--- src/rtl/ram_ctrl_pkg.sv ---
// Shared helpers and limits for RAM-port controllers and arbiters.
package ram_ctrl_pkg;

  localparam int unsigned MAX_NUM_REQ   = 8;
  localparam int unsigned MAX_BURST_MAX = 16;
  localparam int unsigned MAX_IDX_W     = $clog2(MAX_NUM_REQ);

  // Address width that stays at least 1 bit for tiny memories.
  function automatic int unsigned clog2_safe(input int unsigned depth);
    return (depth <= 2) ? 1 : $clog2(depth);
  endfunction

  function automatic logic [MAX_IDX_W-1:0] onehot_to_idx(input logic [MAX_NUM_REQ-1:0] oh);
    logic [MAX_IDX_W-1:0] idx;
    idx = '0;
    for (int unsigned i = 0; i < MAX_NUM_REQ; i++) begin
      if (oh[i]) idx = idx | MAX_IDX_W'(i);
    end
    return idx;
  endfunction

endpackage

--- src/rtl/ram_port_rr_arbiter_if.sv ---
// Requester bundle plus the shared RAM port driven by the arbiter.
interface ram_port_rr_arbiter_if #(
  parameter int unsigned NUM_REQ = 4,
  parameter int unsigned WIDTH   = 8,
  parameter int unsigned AW      = 8
);
  logic [NUM_REQ-1:0]       req_valid;
  logic [NUM_REQ-1:0]       req_we;
  logic [NUM_REQ*AW-1:0]    req_addr;
  logic [NUM_REQ*WIDTH-1:0] req_wdata;
  logic [NUM_REQ-1:0]       req_ready;
  logic [NUM_REQ-1:0]       rsp_valid;
  logic [WIDTH-1:0]         rsp_rdata;
  logic                     ram_en;
  logic                     ram_we;
  logic [AW-1:0]            ram_addr;
  logic [WIDTH-1:0]         ram_din;
  logic [WIDTH-1:0]         ram_dout;

  modport slave (
    input  req_valid, req_we, req_addr, req_wdata, ram_dout,
    output req_ready, rsp_valid, rsp_rdata, ram_en, ram_we, ram_addr, ram_din
  );

  modport master (
    output req_valid, req_we, req_addr, req_wdata, ram_dout,
    input  req_ready, rsp_valid, rsp_rdata, ram_en, ram_we, ram_addr, ram_din
  );
endinterface

--- src/rtl/ram_port_rr_arbiter_rr_pick.sv ---
// Combinational round-robin picker: first set request at or above ptr, wrapping.
module rr_pick
  import ram_ctrl_pkg::*;
#(
  parameter int unsigned N = 4
) (
  input  logic [N-1:0]          req,
  input  logic [$clog2(N)-1:0]  ptr,
  output logic [N-1:0]          gnt,
  output logic [$clog2(N)-1:0]  idx,
  output logic                  any
);
  localparam int unsigned IW = $clog2(N);

  int unsigned j;

  always_comb begin
    gnt = '0;
    j   = 0;
    for (int unsigned k = 0; k < N; k++) begin
      j = (32'(ptr) + k) % N;
      if (req[j] && (gnt == '0)) gnt[j] = 1'b1;
    end
  end

  assign any = |req;
  assign idx = IW'(onehot_to_idx(MAX_NUM_REQ'(gnt)));

endmodule

--- src/rtl/ram_port_rr_arbiter.sv ---
// Round-robin arbiter with bounded burst tenure sharing one synchronous RAM port.
module ram_port_rr_arbiter
  import ram_ctrl_pkg::*;
#(
  parameter int unsigned NUM_REQ   = 4,
  parameter int unsigned WIDTH     = 8,
  parameter int unsigned DEPTH     = 256,
  parameter int unsigned BURST_MAX = 4
) (
  input logic                   clk,
  input logic                   rst,
  ram_port_rr_arbiter_if.slave  bus
);
  localparam int unsigned AW = clog2_safe(DEPTH);
  localparam int unsigned IW = $clog2(NUM_REQ);
  localparam int unsigned CW = $clog2(BURST_MAX + 1);

  logic [IW-1:0]      ptr;
  logic [IW-1:0]      owner;
  logic [CW-1:0]      burst_cnt;
  logic [NUM_REQ-1:0] rd_tag;

  logic [NUM_REQ-1:0] pick_gnt;
  logic [IW-1:0]      pick_idx;
  logic               pick_any;
  logic               cont;
  logic [NUM_REQ-1:0] gnt;
  logic [IW-1:0]      g_idx;
  logic               grant_any;
  logic               gnt_we;

  rr_pick #(.N(NUM_REQ)) u_pick (
    .req (bus.req_valid),
    .ptr (ptr),
    .gnt (pick_gnt),
    .idx (pick_idx),
    .any (pick_any)
  );

  assign cont = (burst_cnt != '0) && bus.req_valid[owner] && (burst_cnt < CW'(BURST_MAX));

  always_comb begin
    gnt   = '0;
    g_idx = '0;
    if (!rst) begin
      if (cont) begin
        gnt[owner] = 1'b1;
        g_idx      = owner;
      end else if (pick_any) begin
        gnt   = pick_gnt;
        g_idx = pick_idx;
      end
    end
  end

  assign grant_any = |gnt;

  always_comb begin
    gnt_we       = 1'b0;
    bus.ram_addr = '0;
    bus.ram_din  = '0;
    for (int unsigned i = 0; i < NUM_REQ; i++) begin
      if (gnt[i]) begin
        gnt_we       = bus.req_we[i];
        bus.ram_addr = bus.req_addr[i*AW +: AW];
        bus.ram_din  = bus.req_wdata[i*WIDTH +: WIDTH];
      end
    end
  end

  assign bus.req_ready = gnt;
  assign bus.ram_en    = grant_any;
  assign bus.ram_we    = grant_any & gnt_we;
  // Gating by rst drops a response whose read was granted just before reset.
  assign bus.rsp_valid = rst ? '0 : rd_tag;
  assign bus.rsp_rdata = bus.ram_dout;

  // A fresh pick always restarts tenure at 1, even when it re-selects the owner.
  always_ff @(posedge clk) begin
    if (rst) begin
      ptr       <= '0;
      owner     <= '0;
      burst_cnt <= '0;
      rd_tag    <= '0;
    end else begin
      rd_tag <= (grant_any && !gnt_we) ? gnt : '0;
      if (!grant_any) begin
        burst_cnt <= '0;
      end else if (cont) begin
        burst_cnt <= burst_cnt + CW'(1);
      end else begin
        owner     <= g_idx;
        burst_cnt <= CW'(1);
        ptr       <= (g_idx == IW'(NUM_REQ - 1)) ? '0 : g_idx + IW'(1);
      end
    end
  end

endmodule

--- src/flat_wrapper.sv ---
// flat-port wrapper written by rule: the top's interface ports become plain ports
module ram_port_rr_arbiter_flat import ram_ctrl_pkg::*;
#(
  parameter int unsigned NUM_REQ   = 4,
  parameter int unsigned WIDTH     = 8,
  parameter int unsigned DEPTH     = 256,
  parameter int unsigned BURST_MAX = 4
)
  (clk, rst, bus_req_valid, bus_req_we, bus_req_addr, bus_req_wdata, bus_ram_dout, bus_req_ready, bus_rsp_valid, bus_rsp_rdata, bus_ram_en, bus_ram_we, bus_ram_addr, bus_ram_din);
  ram_port_rr_arbiter_if #(.NUM_REQ(NUM_REQ), .WIDTH(WIDTH), .AW(8)) bus_i ();
  input logic clk;
  input logic rst;
  input wire logic [$bits(bus_i.req_valid)-1:0] bus_req_valid;
  input wire logic [$bits(bus_i.req_we)-1:0] bus_req_we;
  input wire logic [$bits(bus_i.req_addr)-1:0] bus_req_addr;
  input wire logic [$bits(bus_i.req_wdata)-1:0] bus_req_wdata;
  input wire logic [$bits(bus_i.ram_dout)-1:0] bus_ram_dout;
  output wire logic [$bits(bus_i.req_ready)-1:0] bus_req_ready;
  output wire logic [$bits(bus_i.rsp_valid)-1:0] bus_rsp_valid;
  output wire logic [$bits(bus_i.rsp_rdata)-1:0] bus_rsp_rdata;
  output wire logic [$bits(bus_i.ram_en)-1:0] bus_ram_en;
  output wire logic [$bits(bus_i.ram_we)-1:0] bus_ram_we;
  output wire logic [$bits(bus_i.ram_addr)-1:0] bus_ram_addr;
  output wire logic [$bits(bus_i.ram_din)-1:0] bus_ram_din;
  assign bus_i.req_valid = bus_req_valid;
  assign bus_i.req_we = bus_req_we;
  assign bus_i.req_addr = bus_req_addr;
  assign bus_i.req_wdata = bus_req_wdata;
  assign bus_i.ram_dout = bus_ram_dout;
  assign bus_req_ready = bus_i.req_ready;
  assign bus_rsp_valid = bus_i.rsp_valid;
  assign bus_rsp_rdata = bus_i.rsp_rdata;
  assign bus_ram_en = bus_i.ram_en;
  assign bus_ram_we = bus_i.ram_we;
  assign bus_ram_addr = bus_i.ram_addr;
  assign bus_ram_din = bus_i.ram_din;
  ram_port_rr_arbiter #(.NUM_REQ(NUM_REQ), .WIDTH(WIDTH), .DEPTH(DEPTH), .BURST_MAX(BURST_MAX)) u_core (.clk(clk), .rst(rst), .bus(bus_i));
endmodule
--- config.mk ---
export PLATFORM = sky130hd
export DESIGN_NAME = ram_port_rr_arbiter_flat
export DESIGN_NICKNAME = d
export VERILOG_FILES = /design/src/rtl/ram_ctrl_pkg.sv /design/src/rtl/ram_port_rr_arbiter_if.sv /design/src/rtl/ram_port_rr_arbiter_rr_pick.sv /design/src/rtl/ram_port_rr_arbiter.sv /design/src/flat_wrapper.sv
export SDC_FILE = /design/constraint.sdc
export NUM_CORES = 1
export LEC_CHECK = 0
export BUFFER_PORTS_ARGS = -buffer_cell sky130_fd_sc_hd__buf_2
export CORE_ASPECT_RATIO = 0.75
export CORE_UTILIZATION = 46
export CTS_BUF_LIST = sky130_fd_sc_hd__clkbuf_8
export CTS_CLUSTER_SIZE = 12
export DETAILED_ROUTE_END_ITERATION = 10
export PLACE_DENSITY = 0.89
export SLEW_MARGIN = 20
export SYNTH_ARGS = -nofsm -noshare
export SYNTH_HDL_FRONTEND = slang
export SYNTH_SLANG_ARGS = --single-unit
--- constraint.sdc ---
create_clock -name clk -period 4.5 [get_ports clk]
set_input_delay 0 -clock clk [delete_from_list [all_inputs] [get_ports clk]]
set_output_delay 0 -clock clk [all_outputs]
set_load 0.01 [all_outputs]
# [After elaboration in Yosys (flattened, before gate mapping)]
# Cells that the tools add are included.
[totals] register_bits=11
[op_classes] add_sub_neg=5 order_cmp=11 eq_ne=1 n_mux=48 bitwise_logic=7 reduce_logical=22
[op_table] cell="$mux W8" count=8
[op_table] cell="$mux W4" count=8
[op_table] cell="$mux W1" count=16
[op_table] cell="$lt A2 B3 Y1 const B" count=5
[op_table] cell="$logic_not A4 Y1" count=3
[op_table] cell="$mux W2" count=6
[op_table] cell="$or A4 B4 Y4" count=3
[op_table] cell="$logic_and A1 B1 Y1" count=11
[op_table] cell="$bmux W1 S2" count=5
[op_table] cell="$demux W1 S2" count=5
[op_table] cell="$ge A2 B1 Y1 const B" count=5
[op_table] cell="$reduce_or A4 Y1" count=2
[op_table] cell="$add A2 B1 Y2 const B" count=2
[op_table] cell="$add A2 B2 Y2 const B" count=2
[op_table] cell="$reduce_or A2 Y1" count=2
[op_table] cell="$add A3 B1 Y3 const B" count=1
[op_table] cell="$lt A3 B3 Y1 const B" count=1
[op_table] cell="$not A1 Y1" count=3
[op_table] cell="$reduce_bool A3 Y1" count=1
[op_table] cell="$reduce_or A3 Y1" count=1
[op_table] cell="$eq A2 B2 Y1 const B" count=1
[op_table] cell="$reduce_and A2 Y1" count=1
[op_table] cell="$and A1 B1 Y1" count=1
[op_table] cell="$logic_not A1 Y1" count=1

# [Logic depth before layout (Yosys ltp)]
[depth] ltp_word=25 depth_mapped=13 mapped_depth_nobuf=11

# [Modules after synthesis]
# A second synthesis with hierarchy kept.
[unflattened] hier_cells=287 area_unflattened_um2=2200.9
[modules_own_cells] module="ram_port_rr_arbiter" n_inst=1 cells_each=222 area_each_um2=1625.3
[modules_own_cells] module="rr_pick" n_inst=1 cells_each=65 area_each_um2=575.6

# [Worst setup path before layout]
# No wires, ideal clock.
[synth_timing] path_kind="register -> output" start="reg u_core.ptr[0]" end="out bus_ram_addr[0]" arrival_time_ns=3.231 path_slack_ns=1.269 stages_incl_launch_ff=14 n_path_buf=3 path_cell_list="dfxtp_1 -> buf_6 -> inv_1 -> ha_1 -> or4_1 -> a211oi_1 -> o211ai_1 -> and3_1 -> a311oi_2 -> nor2b_1 -> buf_4 -> buf_12 -> a221o_1 -> o221a_2"
[synth_between] elab_chain_cells=21
[synth_rtl] item="start, declared" line_no="ram_port_rr_arbiter.sv:18" source="logic [IW-1:0] ptr;"
[synth_rtl] item="start signal, assigned" line_no="ram_port_rr_arbiter.sv:94" source="ptr <= (g_idx == IW'(NUM_REQ - 1)) ? '0 : g_idx + IW'(1);"
[synth_rtl] item="branches (longest 13 deep; another with $lt A2 B3 Y1)"
[synth_rtl] item="$mux W4 (*)" line_no="ram_port_rr_arbiter_rr_pick.sv:22" source="if (req[j] && (gnt == '0)) gnt[j] = 1'b1;"
[synth_rtl] item="$mux W4 (*)" line_no="ram_port_rr_arbiter.sv:49" source="end else if (pick_any) begin"
[synth_rtl] item="$mux W4 (*)" line_no="ram_port_rr_arbiter.sv:46" source="if (cont) begin"
[synth_rtl] item="$mux W4 (*)" line_no="ram_port_rr_arbiter.sv:45" source="if (!rst) begin"
[synth_rtl] item="net bus_req_ready[0]" line_no="flat_wrapper.sv:18" source="output wire logic [$bits(bus_i.req_ready)-1:0] bus_req_ready;"
[synth_rtl] item="$mux W8 (*) (4 in a row)" line_no="ram_port_rr_arbiter.sv:63" source="if (gnt[i]) begin"
[synth_rtl] item="end, declared" line_no="flat_wrapper.sv:23" source="output wire logic [$bits(bus_i.ram_addr)-1:0] bus_ram_addr;"
# Mark *: on every way through the listed nets, which the timed path passes. The select of a mux whose other input is x is not followed.

# [Worst setup path after layout]
[layout_timing] start="reg u_core.ptr[0]" end="out bus_ram_addr[1]"
[layout_between] elab_chain_cells=21
[layout_rtl] item="branches (longest 13 deep; another with $lt A2 B3 Y1)"
[layout_rtl] item="$mux W4 (*)" line_no="ram_port_rr_arbiter_rr_pick.sv:22"
[layout_rtl] item="$mux W4 (*)" line_no="ram_port_rr_arbiter.sv:49"
[layout_rtl] item="$mux W4 (*)" line_no="ram_port_rr_arbiter.sv:46"
[layout_rtl] item="$mux W4 (*)" line_no="ram_port_rr_arbiter.sv:45"
[layout_rtl] item="$mux W8 (3 in a row)" line_no="ram_port_rr_arbiter.sv:63"
[layout_rtl] item="$mux W8 (*)" line_no="ram_port_rr_arbiter.sv:63"
# Mark *: on every way between the ends. The select of a mux whose other input is x is not followed.

==> results.yml <==
drt:
  ant_nets: 0
  viasPerCell: 6.24
  wirelength_mm: 5.09
  drcViolationCount: 0
  drt_iter0_markers: 189
  wl_per_cell_um: 16.6
  vias: 1916
  drt_pre_antenna_iters: 4
global_route:
  first_global_vias: 1533
  grt_pass1_wl_mm: 7.38
  overflow: 0
  antenna_found_initial: 0
  track_usage_pct: 25.0
  grt_max_degree: 25
final_layout:
  area_delta_synth_final_pct: 29.8
  final_cells: 307
  insertedDiodeCount: 0
  final_nets: 360
  stdcell_area_mm2: 0.00209
  drive_gt1_share_pct: 50.6
  utilization_pct: 63.2
setup_path:
  worstPathArrival_ns: 4.04
  crit_slowest_cell: "dfxtp_1"
  critPathMaxFanout: 24
  crit_chain: "inv_1 -> ha_1 -> or4_1 -> a21bo_1 -> o2111ai_2 -> and3_1 -> a31o_2 -> nor2b_4 -> a221o_2 -> o221a_1 -> buf_2"
  criticalPathCategory: "reg -> out"
  endpoint_kind: "output port"
  cp.required_ns: 4.50
  start_kind: "flop"
  critPathMaxStageDelay_ns: 0.60
timing:
  setup_tns_ns: 0
  hold_viol_final: 0
  tightest_slew_ns: 0.720
  fin_skew_ns: 0.00411
  drv_slew: 0
  post-route-period-util_pct: 89.7
  post-route-min-period_ns: 4.04
  relSlewSlack_pct: 52.0
  fmax_ghz: 0.248
  setup_viol: 0
  rsz0062_at_grt: "false"
worst_hold_path:
  hold_path_class: "in -> out"
place:
  place_congestion: 0.894
  hpwl_mm: 4.00
  port_buffers: 99
  dpl-instance-area_mm2: 0.00202
  placed_cells: 301
job:
  maxCapViolCount: 0
clock_network:
  path_clk_slew_ns: 0.05
  max-clock-path-buffers: 2
  tritoncts: "yes"
  htreeDepth: 1
  post-cts-setup-buffers: 0
  worstSkewPairLatency_ns: 0.24
  root_buffer: "clkbuf_8"
  cts_buffers: 3
  cts_sinks: 11
floorplan:
  die_h_um: 53.3
  die_area_mm2: 0.00375
  die-width_um: 70.4
  core_area_mm2: 0.00331
  io_pins: 116
  placementRows: 18
  start_util_pct: 48.7
yosys:
  yosys_warnings: 0
  async_flop_share_pct: 0
  synthesis.nets: 272
  ys_ff_latch: 11
  synth.cell_area_mm2: 0.00161
  syn_inst: 180
  ys_types: 58
  ys_seq_area_share_pct: 13.7
  avgSynthCellArea_um2: 8.96
  synth_edf_count: 0
  synth_ff_type: "dfxtp_1"
power_and_ir_drop:
  p_leak_uw: 0.00102
  ir_worst_vdd_v: 0.000493
  p_per_area_mw_per_mm2: 814
outcome:
  outcome: "complete, no violations"
[area by class of cell]
type / instances / area (um2)
multi-input cells: 141 / 1220
flip-flops and latches: 11 / 220
well taps: 40 / 50.0
clock buffers: 3 / 41.3
clock inverters: 1 / 3.75
repair buffers: 103 / 531
inverters: 8 / 30.0
fillers: 289 / 1220
[synth_stat cells, types with 3 or more instances]
cell type  count  area (um2)
nor2b_1        5        31.3
o21ai_0        5        25.0
dfxtp_1       11         220
mux4_2         4        90.1
ha_1          10         125
nand2_1       10        37.5
a221o_2        6        67.6
and3_1         4        25.0
o211ai_1       4        30.0
nand2b_1       3        18.8
inv_1          7        26.3
a21oi_1        6        30.0
o221a_2       10         113
or2_1          3        18.8
nor2_1         9        33.8
o221a_1        6        67.6
buf_4         12        90.1
and2b_1        3        22.5
a21o_1         3        22.5
buf_2          3        15.0
nand3_1        3        15.0
a221o_1       10         100
[routing by layer]
| layer | up-vias | GRT usage (%) | part of all wire (%) |
|---|---|---|---|
| li1 | 887 | - | - |
| met1 | 897 | 36.5 | 43 |
| met2 | 118 | 34.4 | 45 |
| met3 | 14 | 7.05 | 10 |
| met4 | 0 | 7.67 | 1.7 |
| met5 | - | 0 | 0 |
[through the flow]
stage / setup slack, ns / hold slack (ns) / power [uW]
5_1_grt: 0.182 / 0.0000151 / 1840
4_1_cts: 0.138 / 0.0000749 / 1680
2_1_floorplan: 1.27 / 0.0446 / 1240
3_3_place_gp: 0.443 / 0.0000749 / 1540
3_5_place_dp: 0.162 / 0.0000749 / 1570
6_report: 0.463 / 0.00000347 / 1700
[cells by family (layout without fill, tap and decap cells)]
kind of cell             count (synthesis)  count (layout)  synth area share (%)
AO/OA/AOI/OAI                           69              69                  39.2
XOR/XNOR                                 1               1                 0.543
adder cells (fa/ha/maj)                 10              10                  7.76
buffers and inverters                   28             115                  11.5
flip-flops                              11              11                  13.7
multiplexers                             8               8                  9.15
AND/OR/NAND/NOR                         53              53                  18.2
[timing repair]
item,CTS,global route
gates cloned,0,0
hold buffers,2,0
gates resized for setup,1,3
endpoints found under the hold margin,2,0
endpoints found under the setup margin,16,16
pin swaps,0,0
[placed cells by master, fill, tap and decap left out, drive strengths merged, types with 2 or more instances in the layout]
| cell type | instances |
|---|---|
| buf | 101 |
| a221o | 16 |
| o221a | 16 |
| dfxtp | 11 |
| ha | 10 |
| nand2 | 10 |
| nor2 | 9 |
| inv | 9 |
| a21oi | 6 |
| o21ai | 6 |
| mux4 | 5 |
| nor2b | 5 |
| o211ai | 4 |
| and3 | 4 |
| and2b | 4 |
| a21boi | 4 |
| a21o | 3 |
| nand3 | 3 |
| nand2b | 3 |
| clkbuf | 3 |
| or2 | 3 |
| mux2i | 2 |
| a211oi | 2 |
| or3 | 2 |
| o21a | 2 |
| dlygate4sd3 | 2 |
| and2 | 2 |
[sequential cells by signal, indices dropped and copies added (netlist names)]
name / cells
u_core.burst_cnt: 3
u_core.owner: 2
u_core.ptr: 2
u_core.rd_tag: 4
[worst max-delay path: cells and delay by family, from the launching register on]
kind / cells / cell delay, ns
buf+inv: 2 / 0.37
flops: 1 / 0.60
compound gates: 5 / 1.47
simple gates: 3 / 1.02
fa+ha+maj: 1 / 0.32
[report_power, final]
group	total, uW	internal [uW]	switching, uW
Clock	99.5	60.1	39.4
Sequential	176	135	40.9
Combinational	1430	684	744
[final timing paths]
kind | start | to | slack [ns] | cells past startpoint
setup / recovery | u_core.ptr[0] | bus_ram_addr[1] | 0.46 | 11
hold / removal | bus_ram_dout[4] | bus_rsp_rdata[4] | 0.000003 | 0
setup reg to reg | u_core.ptr[0] | u_core.rd_tag[0] | 0.73 | 11
hold reg to reg | u_core.burst_cnt[0] | u_core.burst_cnt[0] | 0.48 | 1
No activity file was read; power rests on OpenSTA's default activity.
